===== src/rtl/traffic_pkg.sv =====
// traffic_pkg: shared lamp/driver types and RGB bit positions for the traffic lamp LED driver
package traffic_pkg;
  typedef enum logic [2:0] {DARK, RED, RED_ORANGE, ORANGE, GREEN, ILLEGAL} lamp_e;
  typedef enum logic {NORMAL, FAULT} drv_state_e;
  localparam int RED_BIT = 0;
  localparam int GREEN_BIT = 1;
  localparam int BLUE_BIT = 2;
  function automatic lamp_e decode(input logic [2:0] rog);
    case (rog)
      3'b000:  return DARK;
      3'b100:  return RED;
      3'b110:  return RED_ORANGE;
      3'b010:  return ORANGE;
      3'b001:  return GREEN;
      default: return ILLEGAL;
    endcase
  endfunction
endpackage


===== src/rtl/sync_2ff.sv =====
// sync_2ff: two-flop synchroniser for one asynchronous bit, resets to 0
module sync_2ff (
  input  logic clk,
  input  logic rstn,
  input  logic d,
  output logic q
);
  logic meta;
  always_ff @(posedge clk or negedge rstn)
    if (!rstn) {q, meta} <= 2'b00;
    else {q, meta} <= {meta, d};
endmodule


===== src/rtl/traffic_lamp_rgb_driver.sv =====
// traffic_lamp_rgb_driver: lamp commands -> PWM RGB LED, with latched flashing-red fault mode
module traffic_lamp_rgb_driver
  import traffic_pkg::*;
#(
  parameter int PWM_WIDTH         = 8,
  parameter int RED_DUTY          = 255,
  parameter int GREEN_DUTY        = 255,
  parameter int ORANGE_GREEN_DUTY = 96,
  parameter int FAULT_HOLD        = 1024,
  parameter int FLASH_HALF        = 50000000
) (
  input  logic       clk,
  input  logic       rstn,
  input  logic       red_in,
  input  logic       orange_in,
  input  logic       green_in,
  input  logic       clear_fault,
  output logic [2:0] rgb,
  output logic       fault
);
  localparam int W  = PWM_WIDTH;
  localparam int HW = $clog2(FAULT_HOLD + 1);
  localparam int FW = $clog2(FLASH_HALF + 1);
  localparam logic [W-1:0]  CNT_MAX   = W'(2**W - 2);
  localparam logic [W-1:0]  RD        = W'(RED_DUTY);
  localparam logic [W-1:0]  GD        = W'(GREEN_DUTY);
  localparam logic [W-1:0]  OGD       = W'(ORANGE_GREEN_DUTY);
  localparam logic [HW-1:0] HOLD_MAX  = HW'(FAULT_HOLD - 1);
  localparam logic [FW-1:0] FLASH_MAX = FW'(FLASH_HALF - 1);

  logic r_s, o_s, g_s, illegal, cnt0, exiting, pwm_on;
  lamp_e lamp;
  drv_state_e state, state_n;
  logic [W-1:0] cnt, tgt_r, tgt_g, tgt_r_n, tgt_g_n, lat_r, lat_g, eff_r, eff_g;
  logic [HW-1:0] hold, hold_n;
  logic [FW-1:0] fcnt, fcnt_n;
  logic phase, phase_n, blank, blank_n, fault_n;
  logic [2:0] rgb_n;

  sync_2ff u_sync_r (.clk(clk), .rstn(rstn), .d(red_in),    .q(r_s));
  sync_2ff u_sync_o (.clk(clk), .rstn(rstn), .d(orange_in), .q(o_s));
  sync_2ff u_sync_g (.clk(clk), .rstn(rstn), .d(green_in),  .q(g_s));

  // Targets remember the last legal colour; the PWM picks them up only at cnt==0.
  always_comb begin
    lamp    = decode({r_s, o_s, g_s});
    illegal = lamp == ILLEGAL;
    cnt0    = cnt == '0;
    tgt_r_n = illegal ? tgt_r : (lamp inside {RED, RED_ORANGE, ORANGE}) ? RD : '0;
    tgt_g_n = illegal ? tgt_g : lamp == GREEN ? GD : (lamp inside {RED_ORANGE, ORANGE}) ? OGD : '0;
    eff_r   = cnt0 ? tgt_r_n : lat_r;
    eff_g   = cnt0 ? tgt_g_n : lat_g;
  end

  always_ff @(posedge clk or negedge rstn)
    if (!rstn) state <= NORMAL;
    else state <= state_n;

  always_comb
    state_n = state == NORMAL ? ((illegal && hold == HOLD_MAX) ? FAULT : NORMAL)
                              : ((clear_fault && !illegal) ? NORMAL : FAULT);

  // After a clear, output stays dark until the PWM period restarts.
  always_comb begin
    exiting         = state == FAULT && state_n == NORMAL;
    hold_n          = (state == NORMAL && illegal) ? hold + 1'b1 : '0;
    fcnt_n          = (state != FAULT || fcnt == FLASH_MAX) ? '0 : fcnt + 1'b1;
    phase_n         = state == FAULT && (fcnt == FLASH_MAX ? !phase : phase);
    blank_n         = exiting || (blank && !cnt0);
    pwm_on          = state_n == NORMAL && !blank_n;
    rgb_n[RED_BIT]   = state_n == FAULT ? phase_n : pwm_on && cnt < eff_r;
    rgb_n[GREEN_BIT] = pwm_on && cnt < eff_g;
    rgb_n[BLUE_BIT]  = 1'b0;
    fault_n         = state_n == FAULT;
  end

  always_ff @(posedge clk or negedge rstn)
    if (!rstn) begin
      cnt   <= '0;
      tgt_r <= '0;
      tgt_g <= '0;
      lat_r <= '0;
      lat_g <= '0;
      hold  <= '0;
      fcnt  <= '0;
      phase <= 1'b0;
      blank <= 1'b0;
      rgb   <= 3'b000;
      fault <= 1'b0;
    end else begin
      cnt   <= cnt == CNT_MAX ? '0 : cnt + 1'b1;
      tgt_r <= tgt_r_n;
      tgt_g <= tgt_g_n;
      if (cnt0) {lat_r, lat_g} <= {tgt_r_n, tgt_g_n};
      hold  <= hold_n;
      fcnt  <= fcnt_n;
      phase <= phase_n;
      blank <= blank_n;
      rgb   <= rgb_n;
      fault <= fault_n;
    end
endmodule


===== config.mk =====
export PLATFORM = sky130hd
export DESIGN_NAME = traffic_lamp_rgb_driver
export DESIGN_NICKNAME = d
export VERILOG_FILES = /design/src/rtl/traffic_pkg.sv /design/src/rtl/sync_2ff.sv /design/src/rtl/traffic_lamp_rgb_driver.sv
export SDC_FILE = /design/constraint.sdc
export NUM_CORES = 1
export LEC_CHECK = 0
export BUFFER_PORTS_ARGS = -buffer_cell sky130_fd_sc_hd__clkbuf_2
export CORE_UTILIZATION = 60
export DETAILED_ROUTE_END_ITERATION = 8
export PLACE_DENSITY = 0.76
export SYNTH_ARGS = -nofsm -noshare
export SYNTH_HDL_FRONTEND = slang
export SYNTH_HIERARCHICAL = 1
export SYNTH_SLANG_ARGS = --single-unit

===== constraint.sdc =====
create_clock -name clk -period 6.9 [get_ports clk]
set_clock_uncertainty 0.2 [all_clocks]
set_input_delay 0.345 -clock clk [delete_from_list [all_inputs] [get_ports clk]]
set_output_delay 0.345 -clock clk [all_outputs]
set_load 0.01 [all_outputs]

==> results by group <==
STA
  – Hold Slack: -0.0483 ns
  – Fin. Hold Viols: 25
  – Final setup vio count: 0
  – RSZ-0062 raised after global routing: no
  – Worst-Margin Slew: 1.10 ns
  – Final period util: 0.464
  – Final critical-path required period: 3.20 ns
  – Peak Freq: 313 MHz
  – Slew Viols, Final: 0
  – Slew HR: 0.269
  – Sum of negative setup slack: 0 ns

Detailed routing
  – Drt first pass iters: 7
  – Final WL: 7030 um
  – Initial DRC Count: 187
  – WL/cell: 14.6 um
  – Routed vias: 2,673
  – Routed Antenna Nets: 0
  – Remaining DRCs: 2
  – Avg Vias per Cell: 5.56

Finish
  – Nets: 424
  – Antenna cell count: 0
  – Post-layout util: 0.681
  – Layout cells sized above 1: 0.0767
  – Area grow syn2layout: 8.34%
  – Post-route insts no fill: 481

Die
  – DIE AREA: 7060 um^2
  – I/O pins: 10
  – Row cnt: 29
  – Die H: 84.0 um
  – Die Width: 84.0 um
  – Starting Density: 0.629
  – Core footprint: 6420 um^2

Logic synthesis
  – Commonest cells post-synth: dfrtp_1 (88), nor2_1 (54), inv_1 (34), nand2_1 (25), xor2_1 (25)
  – YS warnings: 6
  – Synth top area cells: dfrtp_1 (55%), ha_1 (5.9%), xor2_1 (5.4%)
  – Sequential share of the synthesized area: 0.545
  – Gate Count Post-Synth: 388
  – Top cell type's share of synthesized area: 0.545
  – Ys async rst share: 1.00
  – Synth unique cells: 41
  – Mapped Nets: 413
  – EDFF count, synth: 0
  – Yosys top cell by area: dfrtp_1
  – Seq cells post-synth: 88
  – Avg Cell Area, Syn: 10.4 um^2
  – Most numerous cell in the Yosys netlist: dfrtp_1
  – Post-synth top flop: dfrtp_1
  – Mapped Area: 4040 um^2

Global route
  – GRT overflow: 0
  – Initial antenna violation count: 0
  – GRT Overall Usage: 0.225
  – Vias in the first global route: 2,698
  – First-pass GRT wire length: 12,400 um
  – Largest net degree at the start of global routing: 89

Clock network
  – Worst-path clk slew: 0.09 ns
  – Clk sink count: 88
  – Post-CTS sizing: 0
  – Clock root cell: clkbuf_8
  – Max Root-Sink Buffers: 2
  – CTS H-tree depth: 3
  – CTS tree: built
  – Inserted Clock Buffers: 9
  – Insertion delay to the later sink of the worst-skew pair: 0.35 ns
  – Setup Buffers After CTS: 0

Critical path
  – FF-to-FF path depth: 9
  – Worst r2r src: cnt[4]$_DFF_PN0_
  – Reg2Reg Setup Slack: 3.70 ns
  – WP data required: 6.98 ns
  – Crit path kind: reg2reg
  – Crit end category: flip-flop
  – Maximum fanout along the worst path: 25
  – Setup crit start kind: flip-flop
  – WP data arrival: 3.28 ns
  – Reg2reg end: rgb[0]$_DFF_PN0_

Placed design
  – # port buffers: 8
  – Inst Count DP: 462
  – GPL Wtd Cong: 0.838
  – Final HPWL DP: 4590 um

Run
  – Max Cap Viol: 0

Worst hold path
  – Hold crit path type: in2async

Power
  – Pwr dens: 223 nW/um^2
  – Leakage: 2.12 nW
  – Peak VDD IR: 0.000130 V

Run status
  – Failing checks: design-rule violations, negative hold slack
  – Status: finished, violations left
critical path, stage by stage (launching register included):
cell and delay, ns:
dfrtp_1 0.46, nor4_2 0.33, nand3_2 0.50, mux2i_1 0.40, ha_1 0.32, nand4_1 0.15, a21oi_1 0.06, a2111oi_0 0.45
nand2_1 0.10, o22ai_1 0.15
power breakdown:
group,internal (mW),switching (mW)
registers,0.527,0.00579
clock network,0.241,0.175
logic,0.00831,0.0213
layer usage:
layer	wire length [um]	global-route usage	vias up	part of all wire
li1	-	-	1313	-
met1	3340	0.302	1304	0.47
met2	3360	0.364	44	0.48
met3	225	0.0633	12	0.032
met4	105	0.0596	0	0.015
met5	0	0	-	0
how the worst max path moves through the flow:
| stage | startpoint | to | slack [ns] | cells past startpoint |
|---|---|---|---|---|
| global route | cnt[4]$_DFF_PN0_ | rgb[0]$_DFF_PN0_ | 3.43 | 9 |
| CTS | cnt[4]$_DFF_PN0_ | rgb[0]$_DFF_PN0_ | 3.70 | 9 |
| detailed placement | cnt[5]$_DFF_PN0_ | rgb[0]$_DFF_PN0_ | 3.76 | 9 |
| floorplan | cnt[0]$_DFF_PN0_ | rgb[0]$_DFF_PN0_ | 4.28 | 11 |
| finish | cnt[4]$_DFF_PN0_ | rgb[0]$_DFF_PN0_ | 3.70 | 9 |
| global placement | cnt[4]$_DFF_PN0_ | rgb[0]$_DFF_PN0_ | 3.80 | 9 |
cell families (layout without fill, tap and decap cells):
family | after synthesis | after routing | share of synthesized area
AO/OA/AOI/OAI | 50 | 50 | 0.0734
XOR/XNOR | 36 | 36 | 0.0781
adder cells (fa/ha/maj) | 19 | 19 | 0.0589
buffers and inverters | 45 | 61 | 0.0486
flip-flops | 88 | 88 | 0.545
multiplexers | 9 | 9 | 0.0239
other | 1 | 1 | 0.000929
AND/OR/NAND/NOR | 140 | 140 | 0.171
sequential cells by signal, summed over array words and instances, names as in the netlist, 2 cells and up:
signal,flops
lat_g,8
hold,11
tgt_r,8
fcnt,26
lat_r,8
cnt,8
rgb,2
tgt_g,8
cell usage in the layout, fill, tap and decap left out, drive strengths merged, types with 2 or more instances in the layout:
cell,n
a21oi,21
and3,3
and4,2
bufinv,3
clkbuf,18
clkinvlp,2
dfrtp,88
dlygate4sd3,3
ha,19
inv,34
mux2,2
mux2i,7
nand2,25
nand2b,3
nand3,24
nand4,13
nor2,55
nor2b,2
nor3,4
nor4,4
o21a,8
o21ai,13
o22ai,2
or3,2
xnor2,11
xor2,25
what timing repair did:
action	CTS	global route
hold buffers	3	0
setup endpoints to repair	0	0
endpoints found under the hold margin	3	0
stage by stage:
| stage | total power [mW] | area, um^2 | setup slack, ns |
|---|---|---|---|
| CTS | 0.991 | 4370 | 3.70 |
| global route | 1.01 | 4370 | 3.43 |
| floorplan | 0.556 | 4040 | 4.28 |
| global placement | 0.571 | 4110 | 3.80 |
| finish | 0.977 | 4370 | 3.70 |
| detailed placement | 0.572 | 4110 | 3.76 |
area by class of cell:
cell class	instances	area, um^2
Clock buffer	11	131
Clock inverter	5	105
Tap cell	77	96.3
Fill cell	469	2050
Multi-Input combinational cell	255	1640
Timing Repair Buffer	11	72.6
Sequential cell	88	2200
Inverter	34	128
No activity file was read; power rests on OpenSTA's default activity.
